`src/rtl/div_pkg.sv`:
```
// Shared definitions for the sequential signed divider: state encoding and default width.
package div_pkg;

    localparam int DIV_N = 8;

    typedef enum logic [1:0] {
        IDLE = 2'd0,
        CALC = 2'd1,
        SIGN = 2'd2,
        DONE = 2'd3
    } state_e;

endpackage

```
`src/rtl/iter_down_counter.sv`:
```
// Loadable down-counter that saturates at zero; sequences the divider's shift/subtract steps.
module iter_down_counter #(
    parameter int cnt_w = 3
) (
    input  logic             clk,
    input  logic             rst_n,
    input  logic             load,
    input  logic [cnt_w-1:0] load_val,
    input  logic             en,
    output logic [cnt_w-1:0] count,
    output logic             zero
);

    logic [cnt_w-1:0] count_q, count_d;

    always_comb begin
        count_d = count_q;
        if (load) begin
            count_d = load_val;
        end else if (en && (count_q != '0)) begin
            count_d = count_q - cnt_w'(1);
        end
    end

    always_ff @(posedge clk or negedge rst_n) begin
        if (!rst_n) begin
            count_q <= '0;
        end else begin
            count_q <= count_d;
        end
    end

    assign count = count_q;
    assign zero  = (count_q == '0);

endmodule

```
`src/rtl/seq_signed_divider.sv`:
```
// Two's-complement signed divider: restoring division on magnitudes, one quotient bit per clock,
// sign fix-up after the last bit, start/done handshake with results held until the next start.
module seq_signed_divider
    import div_pkg::*;
#(
    parameter int n = DIV_N
) (
    input  logic         clk,
    input  logic         rst_n,
    input  logic         start,
    input  logic [n-1:0] dividend,
    input  logic [n-1:0] divisor,
    output logic         busy,
    output logic         done,
    output logic [n-1:0] quotient,
    output logic [n-1:0] remainder,
    output logic         div_by_zero,
    output logic         overflow
);

    localparam int cnt_w = $clog2(n);
    localparam logic [cnt_w-1:0] LAST_STEP = cnt_w'(n - 1);

    state_e       state_q, state_d;
    logic         negQuot_q, negQuot_d;
    logic         negRem_q, negRem_d;
    logic [n-1:0] divMag_q, divMag_d;
    // Partial remainder never reaches |divisor| <= 2^(n-1), so n bits hold it; the
    // (n+1)-th bit only exists transiently in the trial value below.
    logic [n-1:0] rem_q, rem_d;
    logic [n-1:0] quo_q, quo_d;
    logic [n-1:0] quotient_q, quotient_d;
    logic [n-1:0] remainder_q, remainder_d;
    logic         divByZero_q, divByZero_d;
    logic         overflow_q, overflow_d;

    logic             cntLoad, cntEn, cntZero;
    logic [cnt_w-1:0] cntVal;
    logic [n-1:0]     dividendMag, divisorMag;
    logic [n:0]       trial;
    logic             fits;

    iter_down_counter #(.cnt_w(cnt_w)) u_counter (
        .clk      (clk),
        .rst_n    (rst_n),
        .load     (cntLoad),
        .load_val (LAST_STEP),
        .en       (cntEn),
        .count    (cntVal),
        .zero     (cntZero)
    );

    assign dividendMag = dividend[n-1] ? -dividend : dividend;
    assign divisorMag  = divisor[n-1]  ? -divisor  : divisor;
    assign trial       = {rem_q, quo_q[n-1]};
    assign fits        = (trial >= {1'b0, divMag_q});

    always_comb begin
        state_d     = state_q;
        negQuot_d   = negQuot_q;
        negRem_d    = negRem_q;
        divMag_d    = divMag_q;
        rem_d       = rem_q;
        quo_d       = quo_q;
        quotient_d  = quotient_q;
        remainder_d = remainder_q;
        divByZero_d = divByZero_q;
        overflow_d  = overflow_q;
        cntLoad     = 1'b0;
        cntEn       = 1'b0;

        case (state_q)
            IDLE: begin
                if (start) begin
                    negQuot_d   = dividend[n-1] ^ divisor[n-1];
                    negRem_d    = dividend[n-1];
                    divByZero_d = 1'b0;
                    overflow_d  = 1'b0;
                    if (divisor == '0) begin
                        quotient_d  = '1;
                        remainder_d = dividend;
                        divByZero_d = 1'b1;
                        state_d     = DONE;
                    end else begin
                        divMag_d = divisorMag;
                        rem_d    = '0;
                        quo_d    = dividendMag;
                        cntLoad  = 1'b1;
                        state_d  = CALC;
                    end
                end
            end
            CALC: begin
                cntEn = !cntZero;
                rem_d = fits ? (n)'(trial - {1'b0, divMag_q}) : trial[n-1:0];
                quo_d = {quo_q[n-2:0], fits};
                if (cntVal == '0) begin
                    state_d = SIGN;
                end
            end
            SIGN: begin
                quotient_d  = negQuot_q ? -quo_q : quo_q;
                remainder_d = negRem_q ? -rem_q : rem_q;
                // A positive result with the top bit set can only be -2^(n-1) / -1.
                overflow_d  = !negQuot_q && quo_q[n-1];
                state_d     = DONE;
            end
            DONE: begin
                state_d = IDLE;
            end
            default: begin
                state_d = IDLE;
            end
        endcase
    end

    always_ff @(posedge clk or negedge rst_n) begin
        if (!rst_n) begin
            state_q     <= IDLE;
            negQuot_q   <= 1'b0;
            negRem_q    <= 1'b0;
            divMag_q    <= '0;
            rem_q       <= '0;
            quo_q       <= '0;
            quotient_q  <= '0;
            remainder_q <= '0;
            divByZero_q <= 1'b0;
            overflow_q  <= 1'b0;
        end else begin
            state_q     <= state_d;
            negQuot_q   <= negQuot_d;
            negRem_q    <= negRem_d;
            divMag_q    <= divMag_d;
            rem_q       <= rem_d;
            quo_q       <= quo_d;
            quotient_q  <= quotient_d;
            remainder_q <= remainder_d;
            divByZero_q <= divByZero_d;
            overflow_q  <= overflow_d;
        end
    end

    assign busy        = (state_q != IDLE);
    assign done        = (state_q == DONE);
    assign quotient    = quotient_q;
    assign remainder   = remainder_q;
    assign div_by_zero = divByZero_q;
    assign overflow    = overflow_q;

endmodule

```
`config.mk`:
```
export PLATFORM = sky130hd
export DESIGN_NAME = seq_signed_divider
export DESIGN_NICKNAME = d
export VERILOG_FILES = /design/src/rtl/div_pkg.sv /design/src/rtl/iter_down_counter.sv /design/src/rtl/seq_signed_divider.sv
export SDC_FILE = /design/constraint.sdc
export NUM_CORES = 1
export LEC_CHECK = 0
export ABC_CLOCK_PERIOD_IN_PS = 2200
export CORE_MARGIN = 2
export CORE_UTILIZATION = 45
export CTS_CLUSTER_DIAMETER = 120
export CTS_CLUSTER_SIZE = 14
export DETAILED_ROUTE_END_ITERATION = 6
export MAX_ROUTING_LAYER = met4
export PLACE_DENSITY = 0.74
export SYNTH_ARGS = -nofsm -noshare
export SYNTH_HDL_FRONTEND = slang
export SYNTH_SLANG_ARGS = --single-unit
```
`constraint.sdc`:
```
create_clock -name clk -period 2.2 [get_ports clk]
set_input_delay 0.66 -clock clk [delete_from_list [all_inputs] [get_ports clk]]
set_output_delay 0.66 -clock clk [all_outputs]
set_load 0.005 [all_outputs]
```
Word level (Yosys, flattened, before mapping)
Index checks and enable logic that the tools add are counted.
Widths: inputs -> output; s select.

cells by class
  muxes and demuxes = 30
  reduce and logical (&&, ||, !) cells = 18
  $lt $le $gt $ge = 1
  add/sub/neg operators = 6
  bitwise logic cells = 2
  eq/ne operators = 7

operators by type and width
  cell                 number
  $mux 8               13
  $pmux 8 s2           4
  $neg 8->8            4
  $ge 9x8->1           1
  $reduce_and 3->1     3
  $logic_not 8->1      1
  $ne 2x2->1 const B   4
  $pmux 2 s4           1
  $reduce_bool 2->1    4
  $sub 8x8->8          1
  $mux 1               6
  $mux 2               3
  $mux 3               2
  $reduce_and 2->1     3
  $eq 2x2->1 const B   2
  $logic_not 3->1      1
  $reduce_bool 3->1    1
  $sub 3x1->3 const B  1
  $eq 2x1->1 const B   1
  $logic_and 1x1->1    2
  $logic_not 1->1      2
  $logic_not 2->1      1
  $pmux 1 s2           1
  $not 1->1            1
  $xor 1x1->1          1

word-level totals
  bits in registers = 49
  output and inout port bits = 20
  word-level logic and storage cells = 75
  input port bits = 19

Logic depth before layout (Yosys ltp)
  depth after elaboration = 6
  mapped depth = 9
  mapped depth without buffers = 9

Cells and area by module
A second synthesis with hierarchy kept.

second synthesis, totals
  cells, all modules = 362
  area total of the unflattened synthesis = 3245.6 µm²

modules (own cells, without submodules)
  module              area an instance (µm²)  sequential area each (µm²)  cells each  instances
  seq_signed_divider  3037.9                  1151.1                      343         1
  iter_down_counter   207.7                   75.1                        19          1

Worst setup path before layout
Ideal clock, no wire load.

  kind = input to register
  start = input port divisor[0]
  end = register quo_q[4]
  path slack = 0.104 ns
  arrival = 1.971 ns
  library setup time = 0.125 ns
  data required time = 2.075 ns
  path buffers = 1
  stages = 7
  path through = inv_1 > ha_1 > nor3b_4 > a21oi_2 > nor2_2 > buf_4 > mux2_2

on the way
  word-level cells in the longest chain between the ends = 3

ends and longest elaborated chain
  what                        RTL line                   source
  from (decl)                 seq_signed_divider.sv:12   input logic [n-1:0] divisor,
  $logic_not 8->1             seq_signed_divider.sv:79   if (divisor == '0) begin
  $ne 2x2->1 (no line)        n/a
  $reduce_and 3->1 (no line)  n/a
  to (signal assigned)        seq_signed_divider.sv:135  quo_q <= quo_d;
  to (decl)                   seq_signed_divider.sv:31   logic [n-1:0] quo_q, quo_d;

No other way between the ends.
A chain may end at the register's enable or synchronous reset.

Worst setup path in the final report
  start = input port divisor[7]
  end = register rem_q[5]

on the way
  word-level cells in the longest chain between the ends = 3

ends and longest elaborated chain
  what                        RTL line                   source
  $logic_not 8->1             seq_signed_divider.sv:79
  $ne 2x2->1 (no line)        n/a
  $reduce_and 3->1 (no line)  n/a
  to (signal assigned)        seq_signed_divider.sv:134  rem_q <= rem_d;
  to (decl)                   seq_signed_divider.sv:30   logic [n-1:0] rem_q, rem_d;

No other way between the ends.

==> results.cfg <==
[cts]
clk-insertion-delay-late_ps = 300
cts_buffer_depth = 2
cts_buffers = 5
cts_tree = yes
clk_pin_slew_ps = 90
cts_root_buf = clkbuf_8
cts_sinks = 49
postCtsHoldBufs = 0
htreeDepth = 2

[route]
routed-via-count = 2786
wirelength_mm = 7.44
drtAntennaViolNets = 0
drtIter0Drc = 111
dr.pass1.iters = 4
drc = 0
wl_per_cell_um = 13.9
vias_per_cell = 5.19

[power]
p_comb_share_pct = 63.4
powerDensity_nw_per_um2 = 1430
p_sw_mw = 2.53
seqPwrFrac_pct = 27.7
switching_share_pct = 42.4
clkPwrFrac_pct = 8.9
power_leakage_nw = 1.89
irDropWorstVdd_mv = 0.630
power.internal_mw = 3.43
finalPower_mw = 5.96

[floorplan]
die_height_um = 88.3
initial_core_util_pct = 46.8
rows = 30
io_pins = 39
core_area_um2 = 6830
die_x_um = 88.3
dieArea_um2 = 7800

[min_path]
holdCritPathClass = primary input to async pin

[timing]
final_min_period_over_clock_period_pct = 96.6
setup_violations = 0
max_freq_mhz = 471
fin_setup_tns_ps = 0
min_period_ps = 2130
drv_slew = 0
worst_pin_slew_ps = 643
skew_ps = 6.47
hold_viol_final = 0
maxSlewHeadroom_pct = 57.1
rsz0062_at_grt = no

[grt]
gr-total-overflow = 0
grt_pass1_vias = 2777
grt_max_degree = 50
grt_pass1_wl_mm = 12.7
antenna_found_initial = 0
track_usage_pct = 21.1

[setup_path]
worstPathRequired_ps = 2390
max_stage_delay_ps = 450
rr_startpoint = quo_q[7]$_DFFE_PN0P_
end_kind = flop
critPathArrivalTime_ps = 2310
critPathLaunch = divisor[7]
crit_chain = clkdlybuf4s50_1 -> nor4_4 -> nand2_2 -> a31o_4 -> and3_1 -> a221o_1
cp_max_fo = 5
crit_slowest_cell = clkdlybuf4s50_1
critPathLaunchType = primary input
crit_type = primary input to flop

[cells_and_area]
drive_gt1_share_pct = 18.8
fin_nets = 478
fin_util_pct = 61.0
diodes = 0
finalInstanceArea_um2 = 4170
area_delta_synth_final_pct = 30.2
layout_common_cells = buf_4, dfrtp_1, nand2_1
final_common_cell = buf_4

[yosys]
syn_inst = 356
ys_types = 50
synth_edf_count = 0
ys_ff_latch = 49
syn_nets = 394
synth-async-reset-ratio_pct = 100
synth-seq-area-share_pct = 38.3
syn-cell-area_um2 = 3200
yosysWarnings = 0
post_synth.cell_area_avg_um2 = 8.99
synthFlopType = dfrtp_1

[placement]
dp_hpwl_mm = 5.73
gp_congestion = 0.933
dpl_cell_area_um2 = 4000
io_buffers = 38

[run]
drv_cap = 0

[outcome]
status = finished clean
-- layer usage --
metal / global-route usage (%) / part of all wire (%) / up-vias
met1: 27.3 / 47 / 1293
met3: 2.89 / 4.1 / 6
li1: - / - / 1423
met5: - / 0 / -
met4: 5.65 / 0.93 / 0
met2: 35.0 / 48 / 64
-- sequential cells by signal (all words and copies together) (netlist names) --
signal / flops
quotient: 8
u_counter.count: 3
negRem_q: 1
negQuot_q: 1
remainder: 8
overflow: 1
div_by_zero: 1
state_q: 2
rem_q: 8
quo_q: 8
divMag_q: 8
-- logic make-up after synthesis --
kind of cell    after synthesis  share of synthesized area [%]
buf+inv                      43                           5.55
compound gates               95                           18.8
xor+xnor                     27                           7.39
flops                        49                           38.3
simple gates                105                           16.5
mux                          18                           5.75
fa+ha+maj                    19                           7.66
-- area by class of cell --
class | count | area [um2]
clock buffers | 7 | 76.3
clock inverters | 1 | 7.51
fillers | 625 | 2670
inverters | 29 | 109
multi-input cells | 264 | 1840
flip-flops and latches | 49 | 1230
well taps | 96 | 120
repair buffers | 91 | 786
-- worst max-delay path: cells and delay by family --
| kind | cells | cell delay [ps] |
|---|---|---|
| buffers and inverters | 1 | 450 |
| AOI/OAI and AO/OA | 2 | 520 |
| and+or+nand+nor | 3 | 690 |
-- worst paths after layout --
check	to	slack (ps)	cells past startpoint
worst max-delay path	rem_q[5]$_DFFE_PN0P_	70	6
worst min-delay path	rem_q[2]$_DFFE_PN0P_	450	2
worst max register to register	rem_q[6]$_DFFE_PN0P_	140	9
worst min register to register	divMag_q[5]$_DFFE_PN0P_	490	2
max in group asynchronous	rem_q[7]$_DFFE_PN0P_	1300	2
min in group clk	divMag_q[5]$_DFFE_PN0P_	490	2
-- power by group through the flow --
stage	clock network, mW	logic, mW	registers, mW
2_1_floorplan	0	2.40	1.61
3_3_place_gp	0	3.53	1.66
3_5_place_dp	0	3.65	1.68
4_1_cts	0.544	3.72	1.65
5_1_grt	0.573	4.25	1.70
6_report	0.534	3.78	1.65
-- through the flow --
step / hold slack (ps) / worst slack [ps] / instances
after floorplan: 364 / 104 / 356
after global placement: 464 / -315 / 524
after detailed placement: 474 / -366 / 524
after CTS: 487 / 10.5 / 535
after global routing: 508 / 1.95 / 537
final: 448 / 74.9 / 537
-- Yosys cell counts (2+ instances only) --
cell | n | area (um2)
o21ai_0 | 32 | 160
o41ai_1 | 2 | 17.5
nand3_1 | 6 | 30.0
xnor2_1 | 13 | 114
o221ai_1 | 3 | 26.3
or4_1 | 2 | 15.0
nor2_2 | 2 | 12.5
ha_1 | 18 | 225
and2_1 | 2 | 12.5
nand2b_1 | 8 | 50.1
nor2_1 | 23 | 86.3
a21oi_1 | 24 | 120
and3_1 | 3 | 18.8
inv_1 | 28 | 105
nand2_1 | 38 | 143
buf_2 | 4 | 20.0
dfrtp_1 | 49 | 1230
mux2_2 | 3 | 33.8
o31ai_1 | 5 | 37.5
o211ai_1 | 2 | 15.0
a21oi_2 | 2 | 17.5
o2111ai_1 | 2 | 17.5
nor3_1 | 4 | 20.0
clkbuf_1 | 8 | 30.0
or3_1 | 4 | 25.0
a221o_1 | 3 | 30.0
nor2b_1 | 6 | 37.5
a32o_1 | 2 | 20.0
a31oi_1 | 8 | 50.1
a21o_1 | 3 | 22.5
xor2_1 | 14 | 123
mux2i_1 | 15 | 150
-- what timing repair did --
action	in CTS	in global routing
endpoints found under the setup margin	6	8
pin swaps	1	2
cloned	0	0
setup buffers	3	2
resized for setup	7	7
(Power assumes the default switching activity.)
